<file path="config.mk">
export PLATFORM = sky130hd
export DESIGN_NAME = uart_rx_ctrl
export DESIGN_NICKNAME = d
export VERILOG_FILES = /design/src/rtl/uart_pkg.sv /design/src/rtl/uart_tick_counter.sv /design/src/rtl/uart_rx_ctrl.sv
export SDC_FILE = /design/constraint.sdc
export NUM_CORES = 1
export LEC_CHECK = 0
export BUFFER_PORTS_ARGS = -buffer_cell sky130_fd_sc_hd__clkbuf_2
export CORE_MARGIN = 2
export CORE_UTILIZATION = 58
export DETAILED_ROUTE_END_ITERATION = 8
export GPL_ROUTABILITY_DRIVEN = 1
export PLACE_DENSITY = 0.78
export SLEW_MARGIN = 15
export SYNTH_ARGS = -nofsm -noshare
export SYNTH_HDL_FRONTEND = slang
export SYNTH_SLANG_ARGS = --single-unit
</file>
<file path="constraint.sdc">
create_clock -name clock -period 2.5 [get_ports clock]
set_input_delay 0.125 -clock clock [delete_from_list [all_inputs] [get_ports clock]]
set_output_delay 0.125 -clock clock [all_outputs]
set_load 0.1 [all_outputs]
</file>
<file path="src/rtl/uart_pkg.sv">
// Shared UART definitions: parity mode codes, receiver state encoding and a
// frame-length helper used by both the receiver and the transmitter.
// Pure declarations; no logic, no latency, no flow control.
package uart_pkg;

  localparam int PARITY_NONE = 0;
  localparam int PARITY_EVEN = 1;
  localparam int PARITY_ODD  = 2;

  typedef enum logic [2:0] {
    IDLE,
    START,
    DATA,
    PARITY,
    STOP
  } rx_state_t;

  // Number of bit periods in a frame after the start bit.
  function automatic int frame_bits(input int data_bits, input int parity_mode,
                                    input int stop_bits);
    return data_bits + ((parity_mode != PARITY_NONE) ? 1 : 0) + stop_bits;
  endfunction

endpackage

</file>
<file path="src/rtl/uart_tick_counter.sv">
// Oversample tick counter: counts enable strobes modulo OVERSAMPLE, flags the
// half-bit and full-bit terminal counts. Zero latency on the flags (decoded
// from the count register); no backpressure, clear has priority over enable.
// Ports: clock/reset, clear, enable in; half, full terminal flags out.
module uart_tick_counter #(
  parameter int OVERSAMPLE = 16
) (
  input  logic clock,
  input  logic reset,
  input  logic clear,
  input  logic enable,
  output logic half,
  output logic full
);

  localparam int CNT_W = $clog2(OVERSAMPLE);

  logic [CNT_W-1:0] count;

  // Flags mark the tick that completes half / a full bit period when it lands.
  assign half = (count == CNT_W'(OVERSAMPLE / 2 - 1));
  assign full = (count == CNT_W'(OVERSAMPLE - 1));

  always_ff @(posedge clock or posedge reset) begin
    if (reset) begin
      count <= '0;
    end else if (clear) begin
      count <= '0;
    end else if (enable) begin
      count <= full ? '0 : count + CNT_W'(1);
    end
  end

endmodule

</file>
<file path="src/rtl/uart_rx_ctrl.sv">
// UART receive controller: start detect, mid-bit sampling, parity/stop check.
// Latency: rx_valid one clock after the final stop-bit sample tick.
// No backpressure: rx_valid is a one-clock strobe, a missed word is lost.
// Ports: clock, reset, sample_tick, rx in; rx_data, rx_valid, parity_err,
// frame_err, busy out.
module uart_rx_ctrl
  import uart_pkg::*;
#(
  parameter int DATA_BITS   = 8,
  parameter int PARITY_MODE = 0,
  parameter int STOP_BITS   = 1,
  parameter int OVERSAMPLE  = 16
) (
  input  logic                 clock,
  input  logic                 reset,
  input  logic                 sample_tick,
  input  logic                 rx,
  output logic [DATA_BITS-1:0] rx_data,
  output logic                 rx_valid,
  output logic                 parity_err,
  output logic                 frame_err,
  output logic                 busy
);

  if (DATA_BITS < 5 || DATA_BITS > 9) begin : g_bad_data_bits
    $fatal(1, "uart_rx_ctrl: DATA_BITS must be 5..9");
  end
  if (PARITY_MODE < PARITY_NONE || PARITY_MODE > PARITY_ODD) begin : g_bad_parity
    $fatal(1, "uart_rx_ctrl: PARITY_MODE must be 0, 1 or 2");
  end
  if (STOP_BITS < 1 || STOP_BITS > 2) begin : g_bad_stop
    $fatal(1, "uart_rx_ctrl: STOP_BITS must be 1 or 2");
  end
  if (OVERSAMPLE < 4 || (OVERSAMPLE % 2) != 0) begin : g_bad_oversample
    $fatal(1, "uart_rx_ctrl: OVERSAMPLE must be even and >= 4");
  end

  localparam int BIT_W = $clog2(frame_bits(DATA_BITS, PARITY_MODE, STOP_BITS) + 1);
  localparam logic [BIT_W-1:0] LAST_DATA = BIT_W'(DATA_BITS - 1);
  localparam logic [BIT_W-1:0] LAST_STOP = BIT_W'(STOP_BITS - 1);

  rx_state_t            state;
  logic                 armed;
  logic [BIT_W-1:0]     bit_cnt;
  logic [DATA_BITS-1:0] shift_reg;
  logic                 parity_pend;
  logic                 frame_pend;
  logic                 tick_half;
  logic                 tick_full;
  logic                 start_detect;
  logic                 tick_clear;

  assign start_detect = sample_tick && (state == IDLE) && !rx && armed;
  // Realign the counter at start detect and again at the start-bit midpoint,
  // so every later full-period terminal count falls mid-bit.
  assign tick_clear   = start_detect || (sample_tick && (state == START) && tick_half);
  assign busy         = (state != IDLE);

  uart_tick_counter #(
    .OVERSAMPLE(OVERSAMPLE)
  ) u_tick_counter (
    .clock (clock),
    .reset (reset),
    .clear (tick_clear),
    .enable(sample_tick),
    .half  (tick_half),
    .full  (tick_full)
  );

  always_ff @(posedge clock or posedge reset) begin
    if (reset) begin
      state       <= IDLE;
      armed       <= 1'b0;
      bit_cnt     <= '0;
      shift_reg   <= '0;
      parity_pend <= 1'b0;
      frame_pend  <= 1'b0;
      rx_data     <= '0;
      rx_valid    <= 1'b0;
      parity_err  <= 1'b0;
      frame_err   <= 1'b0;
    end else begin
      rx_valid <= 1'b0;
      if (sample_tick) begin
        // Any high sample rearms; a held-low break cannot start a new frame.
        if (rx) armed <= 1'b1;
        case (state)
          IDLE: begin
            if (start_detect) begin
              state       <= START;
              armed       <= 1'b0;
              bit_cnt     <= '0;
              parity_pend <= 1'b0;
              frame_pend  <= 1'b0;
            end
          end
          START: begin
            if (tick_half) state <= rx ? IDLE : DATA;
          end
          DATA: begin
            if (tick_full) begin
              shift_reg <= {rx, shift_reg[DATA_BITS-1:1]};
              if (bit_cnt == LAST_DATA) begin
                bit_cnt <= '0;
                state   <= (PARITY_MODE == PARITY_NONE) ? STOP : PARITY;
              end else begin
                bit_cnt <= bit_cnt + BIT_W'(1);
              end
            end
          end
          PARITY: begin
            if (tick_full) begin
              if ((^shift_reg ^ rx) != (PARITY_MODE == PARITY_ODD)) parity_pend <= 1'b1;
              state <= STOP;
            end
          end
          STOP: begin
            if (tick_full) begin
              if (bit_cnt == LAST_STOP) begin
                rx_data    <= shift_reg;
                parity_err <= parity_pend;
                frame_err  <= frame_pend | ~rx;
                rx_valid   <= 1'b1;
                bit_cnt    <= '0;
                state      <= IDLE;
              end else begin
                if (!rx) frame_pend <= 1'b1;
                bit_cnt <= bit_cnt + BIT_W'(1);
              end
            end
          end
          default: state <= IDLE;
        endcase
      end
    end
  end

endmodule

</file>
==> results_dict.tcl <==
set metrics [dict create \
    detail_route.iter0.violations 18 \
    path_clk_slew_ns 0.09 \
    grt_max_degree 34 \
    cts.path.max_buffers 2 \
    synthesis.area_um2 1670 \
    pwr-share-clk 0.181 \
    p_comb_frac 0.336 \
    detail_route.vias_per_cell 5.75 \
    max_freq_mhz 490 \
    place.detailed.hpwl_mm 2.11 \
    wire_length_of_the_first_global_routing_pass_mm 4.90 \
    place.port_buffers 15 \
    sequential_cell_area_um2 826 \
    critical_path_arrival_ns 2.26 \
    overflow_left_after_global_routing 0 \
    max_cap_viol_count 0 \
    post-route-worst-setup-slack_ns 0.459 \
    timing.critical_path.slowest_stage_cell "or4_4" \
    final_layout_size_suffix_gt1_frac 0.274 \
    slew_headroom 0.482 \
    power.density_nw_per_um2 845 \
    report.final.slew_viol_count 0 \
    routed_wire_length_per_instance_um 14.4 \
    multi_input_gate_area_um2 782 \
    io_pins 16 \
    max_stage_delay_ns 0.70 \
    whs_ns 0.104 \
    power_internal_mw 0.932 \
    grtUsageTotal 0.193 \
    synth_enable_flop_cells 0 \
    rr_startpoint "u_tick_counter.count[0]$_DFFE_PP0P_" \
    firstDrtPassIters 4 \
    postCtsSetupBuffers 0 \
    worst_clock_skew_ns 0.0142 \
    areaGrowthSynthToFinish_pct 9.58 \
    tritoncts "done" \
    grt_pass1_vias 1125 \
    synth_top_flop_cell "dfrtp_1" \
    switchingPower_mw 0.615 \
    r2r-end "rx_data[0]$_DFFE_PP0P_" \
    power.leakage_nw 0.917 \
    layout.filler_cells 222 \
    postSynthRegisterBits 33 \
    crit_path_start_kind "flop" \
    postRouteWirelength_mm 2.87 \
    final_core_util 0.664 \
    worstRegToRegCells 4 \
    setup-tns-final_ns 0 \
    fp-row-count 19 \
    worst_hold_path.num_cells 2 \
    globalplace.congestion 0.812 \
    hold_path.startpoint "rx" \
    cp_max_fo 12 \
    pre_cts_ws_ns 0.480 \
    final_nets 174 \
    syn_nets 153 \
    post_synth_main_area_contributors "dfrtp_1 (49%), mux2_2 (7.4%), mux2_4 (6.3%)" \
    worst-setup-path-type "flop to flop" \
    clock_root_cell "clkbuf_4" \
    synth_largest_type_area_fraction 0.494 \
    clock_insertion_delay_worst_skew_ns 0.33 \
    endpoint_kind "flop" \
    yosys.cell_types.count 44 \
    post_cts.resized_instances 0 \
    dr_total_vias 1145 \
    final_ant_viol_nets 0 \
    die_height_um 57.7 \
    pwr-share-seq 0.482 \
    insertedDiodeCount 0 \
    synth_async_sr_flop_share 1.00 \
    finalSetupViolCount 0 \
    postSynthCellCount 146 \
    fp.coreArea_um2 2760 \
    antenna_violations_before_repair 0 \
    hold_viol_final 0 \
    floorplan.die_area_um2 3330 \
    post-route-min-period_ns 2.04 \
    whs_endpoint "state[1]$_DFFE_PP0P_" \
    worst_setup_slack_for_register_to_register_paths_ns 0.46 \
    seq_area_frac_synth 0.494 \
    cts-buffers-inserted 5 \
    worstHoldPathType "primary input to flop" \
    ir_drop_worst_vdd_mv 0.687 \
    swShare 0.398 \
    grt_setup_unrepaired "no" \
    start_util 0.606 \
    final_min_period_over_clock_period 0.817 \
    htree_levels 2 \
    postSynthAreaPerCell_um2 11.4 \
    number_of_warning_messages_in_the_yosys_log 0 \
    run_status "finished, final reports clean" \
    yosys.area.top_type "dfrtp_1" \
    crit_path_cell_trace "ha_1 -> nand4_1 -> or4_4 -> mux2_4" \
    chipWidth_um 57.7 \
    max_slew.worst_pin.slew_ns 0.774 \
    cts_sinks 33 \
    drcViolationCount 0 \
    yosys-top-cells-count "dfrtp_1 (33), inv_1 (11), mux2_2 (11)" \
    critPathRequiredTime_ns 2.71 \
    yosys.cell_count.top_type "dfrtp_1" \
]
[cell usage in the layout, fill, tap and decap left out, types with 2 or more instances in the layout]
cell / count
o41ai_1: 2
mux2_2: 11
nand2_1: 9
o21ai_0: 7
xnor2_1: 6
nand2b_1: 2
mux2_4: 7
or2_2: 2
dfrtp_1: 33
inv_1: 11
a21oi_1: 2
nand4_1: 2
clkbuf_4: 5
nor2_1: 7
nand3_1: 3
clkbuf_2: 15
ha_1: 3
and2_1: 2
o22ai_1: 2
clkinv_2: 2
xor2_1: 2
nor2b_1: 2
o31ai_1: 5
nor3_1: 3
[critical path: cells and delay by family (launching register included)]
kind | cells | cell delay, ns
flops | 1 | 0.41
fa+ha+maj | 1 | 0.27
mux | 1 | 0.34
simple gates | 2 | 0.93
[area by class of cell]
cell class                      instances  share of cell area
Multi-Input combinational cell         99               0.427
Tap cell                               31              0.0212
Clock buffer                            6              0.0225
Sequential cell                        33               0.451
Clock inverter                          2             0.00546
Inverter                               11              0.0225
Timing Repair Buffer                   17              0.0505
[stage by stage]
| step | cells | power (mW) | cell area, µm² |
|---|---|---|---|
| after floorplan | 146 | 1.16 | 1670 |
| after global placement | 190 | 1.25 | 1770 |
| after detailed placement | 190 | 1.28 | 1770 |
| after CTS | 199 | 1.56 | 1830 |
| after global routing | 199 | 1.65 | 1830 |
| final | 199 | 1.55 | 1830 |
[worst max path at each step]
stage	start	to	slack, ns	cells past startpoint
2_1_floorplan	state[0]$_DFFE_PP0P_	bit_cnt[1]$_DFFE_PP0P_	0.50	6
3_3_place_gp	u_tick_counter.count[0]$_DFFE_PP0P_	rx_data[2]$_DFFE_PP0P_	0.54	4
3_5_place_dp	u_tick_counter.count[0]$_DFFE_PP0P_	rx_data[4]$_DFFE_PP0P_	0.48	4
4_1_cts	u_tick_counter.count[0]$_DFFE_PP0P_	rx_data[0]$_DFFE_PP0P_	0.47	4
5_1_grt	u_tick_counter.count[0]$_DFFE_PP0P_	rx_data[0]$_DFFE_PP0P_	0.38	4
6_report	u_tick_counter.count[0]$_DFFE_PP0P_	rx_data[0]$_DFFE_PP0P_	0.46	4
[routing by layer]
layer	vias up	wire, µm	GRT usage
met5	-	0	0
met4	0	29	0.0831
met3	6	99	0.0469
met2	19	1370	0.302
met1	556	1370	0.258
li1	564	-	-
[kinds of logic after synthesis]
| group | count (synthesis) | synth area share |
|---|---|---|
| flops | 33 | 0.494 |
| compound gates | 26 | 0.106 |
| fa+ha+maj | 3 | 0.0225 |
| buf+inv | 14 | 0.0382 |
| mux | 19 | 0.143 |
| simple gates | 42 | 0.141 |
| xor+xnor | 9 | 0.0554 |
[power groups by stage]
stage	logic, mW	registers (mW)	clock network [mW]
finish	0.521	0.746	0.281
global route	0.579	0.764	0.311
CTS	0.524	0.746	0.288
detailed placement	0.519	0.756	0
global placement	0.500	0.749	0
floorplan	0.447	0.712	0
[what timing repair did]
item | CTS | global route
hold buffers | 1 | 0
endpoints found under the hold margin | 33 | 0
setup endpoints to repair | 0 | 0
(Power assumes the default switching activity.)
